===== src/rtl/dual_lsu.sv =====
// Dual-lane load/store unit for the MEM stage: drives both data-memory ports,
// tracks the 1-cycle read latency and splits store(lane 1)->load(lane 2) same-word pairs.
module dual_lsu #(
   parameter int TAG_W     = 5,
   parameter int ADDR_BITS = 8
) (
   input  logic             clk,
   input  logic             reset,
   input  logic             req_valid_1,
   input  logic             req_we_1,
   input  logic [31:0]      req_addr_1,
   input  logic [31:0]      req_wdata_1,
   input  logic [TAG_W-1:0] req_tag_1,
   input  logic             req_valid_2,
   input  logic             req_we_2,
   input  logic [31:0]      req_addr_2,
   input  logic [31:0]      req_wdata_2,
   input  logic [TAG_W-1:0] req_tag_2,
   output logic             req_ready,
   output logic [31:0]      mem_address_1,
   output logic [31:0]      mem_address_2,
   output logic [31:0]      mem_write_data_1,
   output logic [31:0]      mem_write_data_2,
   output logic             mem_memwrite_1,
   output logic             mem_memwrite_2,
   output logic             mem_memread_1,
   output logic             mem_memread_2,
   input  logic [31:0]      mem_read_data_1,
   input  logic [31:0]      mem_read_data_2,
   output logic             resp_valid_1,
   output logic             resp_valid_2,
   output logic [31:0]      resp_data_1,
   output logic [31:0]      resp_data_2,
   output logic [TAG_W-1:0] resp_tag_1,
   output logic [TAG_W-1:0] resp_tag_2,
   output logic [15:0]      split_count
);

   typedef enum logic {RUN = 1'b0, SPLIT = 1'b1} state_t;

   state_t           state_q, state_d;
   logic [31:0]      def_addr_q, def_addr_d;
   logic [TAG_W-1:0] def_tag_q, def_tag_d;
   logic [15:0]      split_count_q, split_count_d;
   logic             resp_valid_1_q, resp_valid_2_q;
   logic [TAG_W-1:0] resp_tag_1_q, resp_tag_2_q;

   logic             hazard_s;
   logic [31:0]      addr_1_s, addr_2_s, wdata_1_s, wdata_2_s;
   logic             we_1_s, we_2_s, rd_1_s, rd_2_s;
   logic [TAG_W-1:0] issue_tag_2_s;

   // Port steering, hazard split and deferred-load bookkeeping.
   always_comb begin
      hazard_s      = req_valid_1 & req_we_1 & req_valid_2 & ~req_we_2 &
                      (req_addr_1[ADDR_BITS-1:0] == req_addr_2[ADDR_BITS-1:0]);
      state_d       = state_q;
      def_addr_d    = def_addr_q;
      def_tag_d     = def_tag_q;
      split_count_d = split_count_q;
      addr_1_s      = 32'd0;
      addr_2_s      = 32'd0;
      wdata_1_s     = 32'd0;
      wdata_2_s     = 32'd0;
      we_1_s        = 1'b0;
      we_2_s        = 1'b0;
      rd_1_s        = 1'b0;
      rd_2_s        = 1'b0;
      issue_tag_2_s = req_tag_2;
      case (state_q)
         RUN: begin
            addr_1_s  = req_addr_1;
            wdata_1_s = req_wdata_1;
            we_1_s    = req_valid_1 & req_we_1;
            rd_1_s    = req_valid_1 & ~req_we_1;
            if (hazard_s) begin
               def_addr_d = req_addr_2;
               def_tag_d  = req_tag_2;
               state_d    = SPLIT;
               if (split_count_q != 16'hFFFF) begin
                  split_count_d = split_count_q + 16'd1;
               end else begin
                  split_count_d = split_count_q;
               end
            end else begin
               addr_2_s  = req_addr_2;
               wdata_2_s = req_wdata_2;
               we_2_s    = req_valid_2 & req_we_2;
               rd_2_s    = req_valid_2 & ~req_we_2;
            end
         end
         SPLIT: begin
            // Lane inputs are ignored; only the deferred load goes out.
            addr_2_s      = def_addr_q;
            rd_2_s        = 1'b1;
            issue_tag_2_s = def_tag_q;
            state_d       = RUN;
         end
         default: begin
            state_d = RUN;
         end
      endcase
   end

   // Strobes are suppressed while reset is held, which also drops a deferred load.
   assign mem_address_1    = addr_1_s;
   assign mem_address_2    = addr_2_s;
   assign mem_write_data_1 = wdata_1_s;
   assign mem_write_data_2 = wdata_2_s;
   assign mem_memwrite_1   = we_1_s & ~reset;
   assign mem_memwrite_2   = we_2_s & ~reset;
   assign mem_memread_1    = rd_1_s & ~reset;
   assign mem_memread_2    = rd_2_s & ~reset;

   assign req_ready    = (state_q == RUN);
   assign resp_valid_1 = resp_valid_1_q;
   assign resp_valid_2 = resp_valid_2_q;
   assign resp_tag_1   = resp_tag_1_q;
   assign resp_tag_2   = resp_tag_2_q;
   assign resp_data_1  = mem_read_data_1;
   assign resp_data_2  = mem_read_data_2;
   assign split_count  = split_count_q;

   // State, deferred request, split counter and response tracking registers.
   always_ff @(posedge clk) begin
      if (reset) begin
         state_q        <= RUN;
         def_addr_q     <= 32'd0;
         def_tag_q      <= {TAG_W{1'b0}};
         split_count_q  <= 16'd0;
         resp_valid_1_q <= 1'b0;
         resp_valid_2_q <= 1'b0;
         resp_tag_1_q   <= {TAG_W{1'b0}};
         resp_tag_2_q   <= {TAG_W{1'b0}};
      end else begin
         state_q        <= state_d;
         def_addr_q     <= def_addr_d;
         def_tag_q      <= def_tag_d;
         split_count_q  <= split_count_d;
         resp_valid_1_q <= rd_1_s;
         resp_valid_2_q <= rd_2_s;
         if (rd_1_s) begin
            resp_tag_1_q <= req_tag_1;
         end
         if (rd_2_s) begin
            resp_tag_2_q <= issue_tag_2_s;
         end
      end
   end

endmodule


===== config.mk =====
export PLATFORM = sky130hd
export DESIGN_NAME = dual_lsu
export DESIGN_NICKNAME = d
export VERILOG_FILES = /design/src/rtl/dual_lsu.sv
export SDC_FILE = /design/constraint.sdc
export NUM_CORES = 1
export LEC_CHECK = 0
export CORE_AREA = 2 2 167 169
export DETAILED_ROUTE_END_ITERATION = 8
export DIE_AREA = 0 0 169 171
export REMOVE_ABC_BUFFERS = 1
export SYNTH_ARGS = -nofsm -noshare
export SYNTH_HDL_FRONTEND = slang
export SYNTH_SLANG_ARGS = --single-unit

===== constraint.sdc =====
create_clock -name clk -period 4.7 [get_ports clk]
set_clock_uncertainty 0.05 [all_clocks]
set_input_delay 0.705 -clock clk [delete_from_list [all_inputs] [get_ports clk]]
set_output_delay 0.705 -clock clk [all_outputs]
set_load 0.02 [all_outputs]

# Word-level counts from Yosys, hierarchy flattened
# Index checks and enable logic that the tools add are counted.
# totals
output_inout_bits	225
word_cells	43
ff_bits	66
input_bits	208
# classes
n_addsub	1
n_reduce_logical	2
n_eq_ne	2
n_mux	15
n_bitwise	15
# op_table
cell	n
two-way mux 32 bit	5
one-hot mux 32 bit (2 select lines)	1
adder 16 x 1 -> 16 bit, second input constant	1
inequality test 16 bit, second input constant	1
bitwise AND 1 bit	11
== test 8 bit	1
two-way mux 1 bit	6
two-way mux 5 bit	1
NOT 1 bit	4
one-hot mux 1 bit (2 select lines)	2
AND reduction 3 bit	1
AND reduction 2 bit	1

# Depth between registers and ports, before layout
# depth
depth_word	7
mapped_depth	7

# Worst setup path after synthesis
# OpenSTA, ideal clock, no wires.
# synth_timing
kind	in2out
start	input req_we_1
end	output mem_address_2[10]
required_ns	3.945
path_slack_ns	1.751
stages	5
arrival_time_ns	2.194
cell_sequence	and4b_1 and4_1 a31oi_1 clkbuf_1 a22o_1
# synth_between
elab_chain_len	6
# synth_rtl
item	line	source
start, declared	10	input logic req_we_1,
bitwise AND 1 bit (4 in series)	55	hazard_s = req_valid_1 & req_we_1 & req_valid_2 & ~req_we_2 &
two-way mux 32 bit	76	if (hazard_s) begin
one-hot mux 32 bit (2 select lines)	70	case (state_q)
end, declared	21	output logic [31:0] mem_address_2,
# Every way passes these cells.

# Worst setup path after layout
# layout_timing
start	input req_addr_2[6]
end	output mem_address_2[0]
# layout_between
elab_chain_len	4
# layout_rtl
item	line	source
start, declared	16	input logic [31:0] req_addr_2,
== test 8 bit	56	(req_addr_1[ADDR_BITS-1:0] == req_addr_2[ADDR_BITS-1:0]);
bitwise AND 1 bit	55	
two-way mux 32 bit	76	
one-hot mux 32 bit (2 select lines)	70	
# Every way passes these cells.

==> reports/metrics.cfg <==
[status]
status = complete, no violations

[critical_path]
end_kind = primary output
slowest_stage = clkdlybuf4s50_1
required_ns = 3.94
cp-start-kind = input port
slowest_delay_ns = 0.61
critPathMaxFanout = 56
worst-setup-path-type = in2out
worst-endpoint-arrival_ns = 3.29
worstRegToRegCells = 4
cp_common_cell = clkdlybuf4s50_1
worstPathCellList = clkdlybuf4s50_1 > xor2_1 > nor2_1 > a31oi_4 > buf_12 > a22o_1 > clkdlybuf4s50_1

[cts]
cts_resized = 0
cts.sinks = 66
path_clk_slew_ns = 0.05
root_buffer = clkbuf_16
postCtsSetupRepairBufs = 0
cts_made_buffers = 9
insertion_delay_ns = 0.33
cts_buffer_depth = 2
ctsHoldBuffers = 0
cts_tree = built
cts-htree-levels = 3

[detailed_routing]
wirelength_met1_um = 8710
wl_met3_um = 4359
final_antenna_net_count = 0
avgViaCountPerCell = 4.359
drtIter0Drc = 289
dr_wl_met2_um = 9700
drc = 0
drt_wl_total_um = 23240
routed.top_layer = met5
drtPass1Iterations = 5
via_count = 4895
wire_per_inst_um = 20.70

[timing]
fmax_mhz = 247.3
worst_pin_slew_ns = 0.9250
finalCriticalPeriod_ns = 4.044
setup_viol = 0
timing_hold_violations_final = 0
layout_setup_ws_ns = 0.6562
rsz0062_at_grt = false
setup-tns-final_ns = 0
relSlewSlack_pct = 38.34
drv_slew = 0
period_share_pct = 86.04

[floorplan]
die_y_um = 171
initial_core_util_pct = 15.34
core.rowCount = 61
die-area_sq_mm = 0.02890
ioPinCount = 433
core_area_sq_mm = 0.02732
die_w_um = 169

[finish]
multiInputGateArea_sq_mm = 0.002247
nFillCells = 2930
final_cell_mix = clkdlybuf4s50_1 (303), nand2_1 (82), nor2b_1 (65), dfxtp_1 (65), a21oi_1 (50)
fin_nets = 981
drive_gt1_share_pct = 4.376
final_area_sq_mm = 0.007440
final_common_cell = clkdlybuf4s50_1
num_antenna_cells = 0
area_growth_pct = 77.49
seq_area_sq_mm = 0.001325

[synthesis]
synth_cell_types = 34
yosysTopAreaCell = dfxtp_1
ys_seq_area_share_pct = 31.52
yosysWarnings = 0
yosysTopAreaCellShare_pct = 31.52
syn_area_sq_mm = 0.004192
syn_inst = 552
syn_avg_cell_area_sq_um = 7.593
synth.area.top_cells = dfxtp_1 (32%), buf_4 (11%), nor2b_1 (9.7%), nand2_1 (7.3%), a22o_1 (6.7%)
synth-seq-cells = 66

[power]
power.share.sequential_pct = 32.5
combinationalPowerShare_pct = 24.7
p_sw_uw = 451.7
swShare_pct = 25.90
leakage_nw = 2.663
ir_worst_vdd_v = 0.0001319
pwr-share-clk_pct = 42.8
internal_power_mw = 1.293
pwr_density_cell_mw_per_mm2 = 234.5

[global_routing]
first_global_vias = 4285
overflow = 0
grtUsageTotal_pct = 14.97
grt_pass1_wl_um = 31030
grt_max_degree = 73
antenna_found_initial = 0

[placement]
dp_slack_ns = 0.6394
hpwlAfterDp_um = 17190
gp_congestion = 0.6972
numPortBuffers = 304
placed_cell_area_sq_mm = 0.007119

[hold_path]
hold-path-cell-count = 2
min_path_type = reg2reg

[job]
cap_violations = 0

layer usage:
layer / global-route usage, % / vias to the layer above
met3: 12.91 / 28
li1: - / 2248
met1: 16.73 / 2261
met2: 21.17 / 352
met5: 6.783 / -
met4: 2.453 / 6
power by group through the flow:
stage                     registers [mW]  clock network (mW)  logic [mW]
after detailed placement           0.580                   0       0.433
final                              0.567               0.747       0.430
after CTS                          0.567               0.785       0.435
after global placement             0.580                   0       0.433
after floorplan                    0.587                   0       0.148
after global routing               0.568               0.800       0.456
area by class of cell:
cell class	instances	area share (%)
clock buffers	11	3.263
inverters	3	0.1514
multi-input cells	381	30.21
well taps	346	5.819
repair buffers	311	41.71
flip-flops and latches	66	17.81
clock inverters	5	1.043
critical path: cells and delay by family:
kind / cells / cell delay, ns
buffers and inverters: 3 / 1.46
xor gates and xnor gates: 1 / 0.44
AOI/OAI and AO/OA: 2 / 0.43
and+or+nand+nor: 1 / 0.19
registers in the layout, indices dropped and copies added (netlist names):
register and cells:
resp_valid_2 1, resp_tag_1 5, resp_valid_1 1, split_count 16, state_q 1, def_addr_q 32
def_tag_q 5, resp_tag_2 5
cells in the mapped netlist, drive strengths merged:
master,n
a21oi,50
buf,70
mux2,5
nand3,11
a2111oi,5
a22o,32
o31ai,7
inv,2
and4b,1
and4bb,1
or3,6
o21ai,7
dfxtp,66
nor2,25
nand2,82
xnor2,3
and4,2
or4,9
nand4,6
nand2b,2
ha,1
and3,1
clkinv,1
a31oi,2
xor2,6
or2,1
nor3,12
and2,33
clkbuf,32
mux2i,6
nor2b,65
kinds of logic (layout without fill, tap and decap cells):
group           Yosys count  in the layout  synth area share, %
xor+xnor                  9              9                1.881
compound gates          103            103                16.09
fa+ha+maj                 1              1               0.2985
buf+inv                 105            330                15.25
mux                      11             11                2.776
flops                    66             66                31.52
simple gates            257            257                32.18
through the flow:
stage                     util (%)  cells  hold slack [ns]  power, mW
after global placement       26.06   1107           0.3879      1.012
final                        27.23   1123           0.3980      1.744
after global routing         27.23   1123           0.4205      1.824
after floorplan                  -    450           0.3761     0.7348
after CTS                    27.23   1123           0.4014      1.788
after detailed placement     26.06   1107           0.3935      1.013
final timing paths:
kind	start	endpoint	slack (ns)
min	def_addr_q[4]	def_addr_q[4]	0.40
max	req_addr_2[6]	mem_address_2[0]	0.66
min reg2reg	def_addr_q[4]	def_addr_q[4]	0.40
max reg2reg	state_q	split_count[5]	2.19
Note: power is estimated with default switching activity, not from simulation.
